**config.mk**
```make
export PLATFORM = sky130hd
export DESIGN_NAME = wb_stage
export DESIGN_NICKNAME = d
export VERILOG_FILES = /design/src/rtl/npc_wb_pkg.sv /design/src/rtl/wb_stage_load_ext.sv /design/src/rtl/wb_stage.sv
export SDC_FILE = /design/constraint.sdc
export NUM_CORES = 1
export LEC_CHECK = 0
export BUFFER_PORTS_ARGS = -buffer_cell sky130_fd_sc_hd__buf_4
export CAP_MARGIN = 20
export CORE_MARGIN = 4
export CORE_UTILIZATION = 45
export CTS_CLUSTER_SIZE = 40
export DETAILED_ROUTE_END_ITERATION = 16
export GPL_ROUTABILITY_DRIVEN = 0
export PLACE_DENSITY = 0.78
export SLEW_MARGIN = 20
export SYNTH_ARGS = -nofsm -noshare
export SYNTH_HDL_FRONTEND = slang
export SYNTH_SLANG_ARGS = --single-unit
```
**constraint.sdc**
```tcl
create_clock -name clk -period 5.4 [get_ports clk]
set_clock_uncertainty 0.2 [all_clocks]
set_input_delay 1.08 -clock clk [delete_from_list [all_inputs] [get_ports clk]]
set_output_delay 1.08 -clock clk [all_outputs]
set_load 0.005 [all_outputs]
```
**src/rtl/npc_wb_pkg.sv**
```systemverilog
// Shared constants for the NPC writeback stage: RV32I load encodings,
// writeback source tags and the ALU starvation limit.
package npc_wb_pkg;

  localparam logic [2:0] LB  = 3'b000;
  localparam logic [2:0] LH  = 3'b001;
  localparam logic [2:0] LW  = 3'b010;
  localparam logic [2:0] LBU = 3'b100;
  localparam logic [2:0] LHU = 3'b101;

  localparam logic [1:0] STARVE_MAX = 2'd3;

  typedef enum logic {
    SRC_ALU = 1'b0,
    SRC_LSU = 1'b1
  } src_e;

endpackage

```
**src/rtl/wb_stage_load_ext.sv**
```systemverilog
// Combinational load extender: selects the byte or halfword addressed by
// addr_lo_i and sign- or zero-extends it according to the RV32I funct3.
module load_ext
  import npc_wb_pkg::*;
#(
  parameter int DATA_WIDTH = 32
) (
  input  logic [DATA_WIDTH-1:0] rdata_i,
  input  logic [1:0]            addr_lo_i,
  input  logic [2:0]            funct3_i,
  output logic [DATA_WIDTH-1:0] data_o
);

  logic [7:0]  byteSel;
  logic [15:0] halfSel;

  // Halfword selection only looks at addr_lo_i[1]; misaligned halves are not supported.
  always_comb begin
    byteSel = rdata_i[7:0];
    case (addr_lo_i)
      2'd0:    byteSel = rdata_i[7:0];
      2'd1:    byteSel = rdata_i[15:8];
      2'd2:    byteSel = rdata_i[23:16];
      default: byteSel = rdata_i[31:24];
    endcase
    halfSel = addr_lo_i[1] ? rdata_i[31:16] : rdata_i[15:0];
  end

  always_comb begin
    data_o = rdata_i;
    case (funct3_i)
      LB:      data_o = {{(DATA_WIDTH-8){byteSel[7]}}, byteSel};
      LH:      data_o = {{(DATA_WIDTH-16){halfSel[15]}}, halfSel};
      LW:      data_o = rdata_i;
      LBU:     data_o = {{(DATA_WIDTH-8){1'b0}}, byteSel};
      LHU:     data_o = {{(DATA_WIDTH-16){1'b0}}, halfSel};
      default: data_o = rdata_i;
    endcase
  end

endmodule

```
**src/rtl/wb_stage.sv**
```systemverilog
// NPC writeback stage: arbitrates ALU and LSU results onto the single register
// file write port (one cycle after acceptance) and tracks pending loads.
module wb_stage
  import npc_wb_pkg::*;
#(
  parameter int ADDR_WIDTH = 5,
  parameter int DATA_WIDTH = 32
) (
  input  logic                         clk,
  input  logic                         rst,
  input  logic                         alu_valid,
  output logic                         alu_ready,
  input  logic [ADDR_WIDTH-1:0]        alu_rd,
  input  logic [DATA_WIDTH-1:0]        alu_data,
  input  logic                         lsu_issue,
  input  logic [ADDR_WIDTH-1:0]        lsu_issue_rd,
  input  logic                         lsu_valid,
  output logic                         lsu_ready,
  input  logic [ADDR_WIDTH-1:0]        lsu_rd,
  input  logic [DATA_WIDTH-1:0]        lsu_rdata,
  input  logic [1:0]                   lsu_addr_lo,
  input  logic [2:0]                   lsu_funct3,
  output logic                         rf_wen,
  output logic [ADDR_WIDTH-1:0]        rf_waddr,
  output logic [DATA_WIDTH-1:0]        rf_wdata,
  output logic [(2**ADDR_WIDTH)-1:0]   pending
);

  localparam int NUM_REGS = 2 ** ADDR_WIDTH;

  logic                  aluFire;
  logic                  lsuFire;
  logic [DATA_WIDTH-1:0] loadData;

  logic [1:0]            starve_q,   starve_d;
  logic                  rf_wen_q,   rf_wen_d;
  logic [ADDR_WIDTH-1:0] rf_waddr_q, rf_waddr_d;
  logic [DATA_WIDTH-1:0] rf_wdata_q, rf_wdata_d;
  src_e                  src_q,      src_d;
  logic [NUM_REGS-1:0]   pending_q,  pending_d;

  load_ext #(
    .DATA_WIDTH(DATA_WIDTH)
  ) u_load_ext (
    .rdata_i   (lsu_rdata),
    .addr_lo_i (lsu_addr_lo),
    .funct3_i  (lsu_funct3),
    .data_o    (loadData)
  );

  // LSU wins unless the ALU has already lost STARVE_MAX grants in a row.
  always_comb begin
    lsu_ready = !rst && lsu_valid && !(alu_valid && starve_q == STARVE_MAX);
    alu_ready = !rst && !lsu_ready;
    aluFire   = alu_valid && alu_ready;
    lsuFire   = lsu_valid && lsu_ready;
  end

  always_comb begin
    starve_d   = (lsuFire && alu_valid) ? starve_q + 2'd1 : 2'd0;
    rf_wen_d   = 1'b0;
    rf_waddr_d = rf_waddr_q;
    rf_wdata_d = rf_wdata_q;
    src_d      = src_q;
    if (lsuFire) begin
      rf_wen_d   = (lsu_rd != '0);
      rf_waddr_d = lsu_rd;
      rf_wdata_d = loadData;
      src_d      = SRC_LSU;
    end else if (aluFire) begin
      rf_wen_d   = (alu_rd != '0);
      rf_waddr_d = alu_rd;
      rf_wdata_d = alu_data;
      src_d      = SRC_ALU;
    end
  end

  // Clear on LSU commit first so a same-edge re-issue of that register keeps it set.
  always_comb begin
    pending_d = pending_q;
    if (rf_wen_q && src_q == SRC_LSU) begin
      pending_d[rf_waddr_q] = 1'b0;
    end
    if (lsu_issue && lsu_issue_rd != '0) begin
      pending_d[lsu_issue_rd] = 1'b1;
    end
  end

  always_ff @(posedge clk or posedge rst) begin
    if (rst) begin
      starve_q   <= '0;
      rf_wen_q   <= 1'b0;
      rf_waddr_q <= '0;
      rf_wdata_q <= '0;
      src_q      <= SRC_ALU;
      pending_q  <= '0;
    end else begin
      starve_q   <= starve_d;
      rf_wen_q   <= rf_wen_d;
      rf_waddr_q <= rf_waddr_d;
      rf_wdata_q <= rf_wdata_d;
      src_q      <= src_d;
      pending_q  <= pending_d;
    end
  end

  assign rf_wen   = rf_wen_q;
  assign rf_waddr = rf_waddr_q;
  assign rf_wdata = rf_wdata_q;
  assign pending  = pending_q;

endmodule

```
; Yosys cells after proc, flatten, opt, wreduce, memory -nomap -nowiden
; Index checks and enable logic that the tools add are counted.
[word_totals]
elab_cells = 58
output_inout_bits = 72
register_bits = 73
in_bits = 89
[op_classes]
n_lt_le_gt_ge = 4
reduce_logical = 20
bitwise_logic = 3
n_eq_ne = 6
n_mux = 18
addsub = 1
[op_table]
columns = op, count
row1 = two-way mux 32 bit, 4
row2 = case mux 32 bit (4 select lines), 1
row3 = AND 32 bit, 1
row4 = inverter 32 bit, 1
row5 = OR 32 bit, 1
row6 = case mux 8 bit (3 select lines), 1
row7 = two-way mux 16 bit, 1
row8 = nonzero test 5 bit, 3
row9 = < comparator 5 x 6 -> 1 bit (second input constant), 2
row10 = logical AND 1 bit, 11
row11 = demux 1 bit (select 5 bit), 2
row12 = greater-or-equal comparator 5 x 1 -> 1 bit (second input constant), 2
row13 = two-way mux 5 bit, 2
row14 = equality test 3 bit (second input constant), 2
row15 = two-way mux 1 bit, 6
row16 = equality test 2 bit (second input constant), 2
row17 = equality test 3 x 1 -> 1 bit (second input constant), 1
row18 = zero test 1 bit, 3
row19 = zero test 3 bit, 1
row20 = adder 2 x 1 -> 2 bit (second input constant), 1
row21 = equality test 2 x 1 -> 1 bit (second input constant), 1
row22 = zero test 2 bit, 1
row23 = two-way mux 2 bit, 1
row24 = nonzero test 2 bit, 1

; Logic depth before layout (Yosys ltp)
[depth]
depth_word = 9
mapped_depth = 9
mapped_depth_nobuf = 6

; Cells and area by module
; From an unflattened synthesis, not the netlist that was laid out.
[unflattened]
hier_cells = 490
hier_area_um2 = 4269.1
[modules_own_cells]
columns = mod, area_per_inst_um2, seq_area_each_um2, instances, cells_per_inst
row1 = wb_stage, 3545.9, 1826.8, 1, 359
row2 = load_ext, 723.2, 0.0, 1, 131

; Worst setup path after synthesis
; OpenSTA, ideal clock, no wires.
[synth_path]
kind = input to output
start = input port rst
end = output port lsu_ready
path_buffers = 3
cell_stages = 6
required_ns = 4.120
arrival_time_ns = 3.390
path_slack_ns = 0.730
cell_sequence = buf_2 inv_1 nand2b_1 buf_2 inv_1 clkbuf_1
[synth_between]
elab_chain_len = 3
[synth_lines]
columns = item, line
row1 = from (decl), wb_stage.sv:10  ; input logic rst,
row2 = zero test 1 bit (no line), n/a
row3 = logical AND 1 bit (2 in series), wb_stage.sv:53  ; lsu_ready = !rst && lsu_valid && !(alu_valid && starve_q == STARVE_MAX);
row4 = to (decl), wb_stage.sv:18  ; output logic lsu_ready,
; No other way between the ends.

; Worst setup path after layout
[layout_path]
start = input port alu_valid
end = output port lsu_ready
[layout_between]
elab_chain_len = 3
[layout_lines]
columns = item, line
row1 = from (decl), wb_stage.sv:11  ; input logic alu_valid,
row2 = logical AND 1 bit, wb_stage.sv:53
row3 = zero test 1 bit, wb_stage.sv:53
row4 = logical AND 1 bit, wb_stage.sv:53
; No other way between the ends.

==> summary.txt <==
Run status
  • Status: finished, final reports clean

Pwr
  • Tot Pwr: 0.00166 W
  • Maximum VDD drop: 0.000160 V
  • Reg power frac: 44.9%
  • Psw: 0.000507 W
  • Clock share of power: 26.4%
  • Comb power frac: 28.7%
  • Switching share of power: 30.5%
  • Pwr Density: 317 nW/µm²
  • P_int: 0.00116 W
  • Static Leak: 2.34 nW

Worst setup path
  • Critical path data arrival time: 2.66 ns
  • CP Launch Type: input pin
  • CP required: 4.12 ns
  • Max FO, Critical Path: 26
  • Critical path class: input pin to output pin
  • Crit. End Element: output pin
  • Setup slack, reg-to-reg: 2.92 ns

Timing
  • Slew margin rel.: 30.4%
  • Max-slew violation count: 0
  • Final TNS setup: 0 ns
  • Crit share post-route: 73.0%
  • Finish-stage setup viols: 0
  • RSZ-0062 raised after global routing: false
  • PnR worst setup slack: 1.46 ns
  • Max Clk Rate: 254 MHz
  • Min cycle time layout: 3.94 ns
  • Fin. Hold Viols: 0
  • Least-Margin Pin Slew: 1.04 ns

Cells and area
  • Final Non-Filler Cells: 651
  • Most frequent cells in the layout: buf_4 (162), o21ai_0 (83), dfrtp_1 (73)
  • Share of cells above drive strength 1: 35.2%
  • Commonest non-fill, non-tap cell in the layout: buf_4
  • Fillers: 702
  • Area grow syn2layout: 37.7%
  • Post-route cell area: 5250 µm²
  • Nets@finish: 631
  • # diodes: 0

Synthesis
  • Mapped Cells: 395
  • Post-synthesis mux area share: 6.10%
  • Post-synth ARST share: 100%
  • Xor and xnor area share after synthesis: 0%
  • Synth warn: 0
  • Synth Area in Adders: 0.328%
  • Syn nets: 485
  • Compound-Gate Fraction of Synth Area: 28.1%
  • Post-Synth Simple-Gate Area: 14.1%
  • Post-Syn Area: 3810 µm²
  • Ys flop type: dfrtp_1
  • Netlist cell types: 46
  • Sequential fraction of the synthesis area: 47.9%
  • Main combinational cell family by area after synthesis: compound AO/OA/AOI/OAI gates
  • Synth Register Bits: 73
  • Syn Area/Cell: 9.65 µm²
  • Number of enable flip-flop cells after synthesis: 0

Clock tree
  • Clock Sinks: 73
  • Clock buffer depth: 2
  • H-tree levels: 3
  • Hold-fix buffers, CTS: 0
  • CTS tree: done
  • Clk pin slew, worst setup/hold paths: 0.08 ns
  • Worst-skew pair later-pin latency: 0.34 ns
  • Setup repair bufs after CTS: 0
  • Post_cts resized: 0
  • Root Buffer: clkbuf_8
  • Total CTS buffers: 9

Routing
  • Vias per cell: 5.72
  • DRC: 0
  • WL/cell: 18.5 µm
  • DRT Pass-1 Iters: 4
  • Initial detailed-routing violation count: 206
  • Final wirelength: 12.1 mm
  • Via Count: 3,725
  • Post-DRT Antenna Nets: 0

Placed design
  • Dpl hpwl: 9.10 mm
  • Port bufs: 160
  • Area after DPL: 5050 µm²
  • Worst slack at placement: 1.47 ns
  • Cell Count Post-Placement: 635

Global route
  • Pin count of the biggest net entering global routing: 76
  • Met1 GRT Util: 29.4%
  • Vias in the first global route: 3,886
  • Busiest grt layer: met2
  • Global-route wire length before repair: 19.2 mm
  • Grt met2 use: 42.1%
  • Met3 usage: 5.91%
  • GR Overflow Total: 0
  • Initial antenna violation count: 0
  • GRT Total Usage: 24.1%

Floorplan
  • Row count: 33
  • DIE WIDTH: 100 µm
  • Die height: 100 µm
  • Die ar.: 10,000 µm²
  • # IOs: 161
  • Core area: 8220 µm²
  • Starting Density: 46.4%

Job
  • Max_cap viols: 0

Min path
  • Worst Hold Class: flop to flop
cell usage after synthesis (2+ instances only):
cell / instances / area share (%)
o211ai_1: 6 / 1.2
and3_1: 2 / 0.33
a21o_1: 8 / 1.6
o311ai_0: 7 / 1.6
a2bb2oi_1: 7 / 1.6
nand3_1: 3 / 0.39
or3b_2: 5 / 1.1
a21oi_1: 18 / 2.4
mux2i_1: 21 / 5.5
a2111oi_0: 9 / 2.1
dfrtp_1: 73 / 48
nor2_1: 6 / 0.59
or3_1: 4 / 0.66
o21ai_0: 83 / 11
nand4b_1: 2 / 0.46
o22ai_1: 7 / 1.1
o31ai_1: 9 / 1.8
nand2_1: 41 / 4.0
nand3b_1: 8 / 1.6
nor2b_1: 8 / 1.3
nand2b_1: 9 / 1.5
or4_1: 2 / 0.39
a21boi_0: 9 / 1.8
buf_4: 3 / 0.59
clkbuf_1: 18 / 1.8
inv_1: 3 / 0.30
buf_2: 5 / 0.66
path summary, 6_finish.rpt:
kind	startpoint	end	cells after the start
max in group asynchronous	rst	pending[1]	3
min in group asynchronous	rst	rf_wdata[7]	3
max	alu_valid	lsu_ready	6
min	starve_q[0]	starve_q[0]	1
max reg2reg	starve_q[0]	rf_wdata[17]	6
min reg2reg	starve_q[0]	starve_q[0]	1
cells by family (layout without fill, tap and decap cells):
family | count (synthesis) | after routing
compound gates | 173 | 173
simple gates | 96 | 96
mux | 22 | 22
fa+ha+maj | 1 | 1
flops | 73 | 73
buf+inv | 30 | 181
per-layer routing:
metal | part of all wire, % | wire length, µm
met5 | 0 | 0
met4 | 1.1 | 136
met3 | 7.7 | 934
met2 | 51 | 6190
met1 | 40 | 4810
layout make-up:
class                      instances  area, µm²  share of cell area, %
timing repair buffer             162       1220                   23.2
tap                              105        131                   2.50
inverter                           3       11.3                  0.214
sequential                        73       1830                   34.8
clock inverter                     6       67.6                   1.29
clock buffer                      10        138                   2.62
multi-input combinational        292       1860                   35.4
flip-flops by register name (all words and copies together) (netlist names):
signal and count:
pending 32, rf_wdata 32, rf_waddr 5, starve_q 2
rf_wen 1, src_q 1
power by group through the flow:
stage / registers (W) / clock network [W] / logic (W)
finish: 0.000746 / 0.000440 / 0.000477
global route: 0.000760 / 0.000470 / 0.000527
CTS: 0.000745 / 0.000445 / 0.000481
detailed placement: 0.000756 / 0 / 0.000480
global placement: 0.000751 / 0 / 0.000464
floorplan: 0.000742 / 0 / 0.000182
through the flow:
stage | hold WS, ns | utilization (%)
finish | 0.234 | 63.9
global route | 0.270 | 63.9
global placement | 0.221 | 61.4
detailed placement | 0.228 | 61.4
floorplan | 0.207 | -
CTS | 0.238 | 63.9
critical path: stages:
cell      delay (ns)
buf_4           0.19
a21bo_2         0.36
nand2b_1        0.15
buf_4           0.28
inv_1           0.34
buf_4           0.25
No activity file was read; power rests on OpenSTA's default activity.
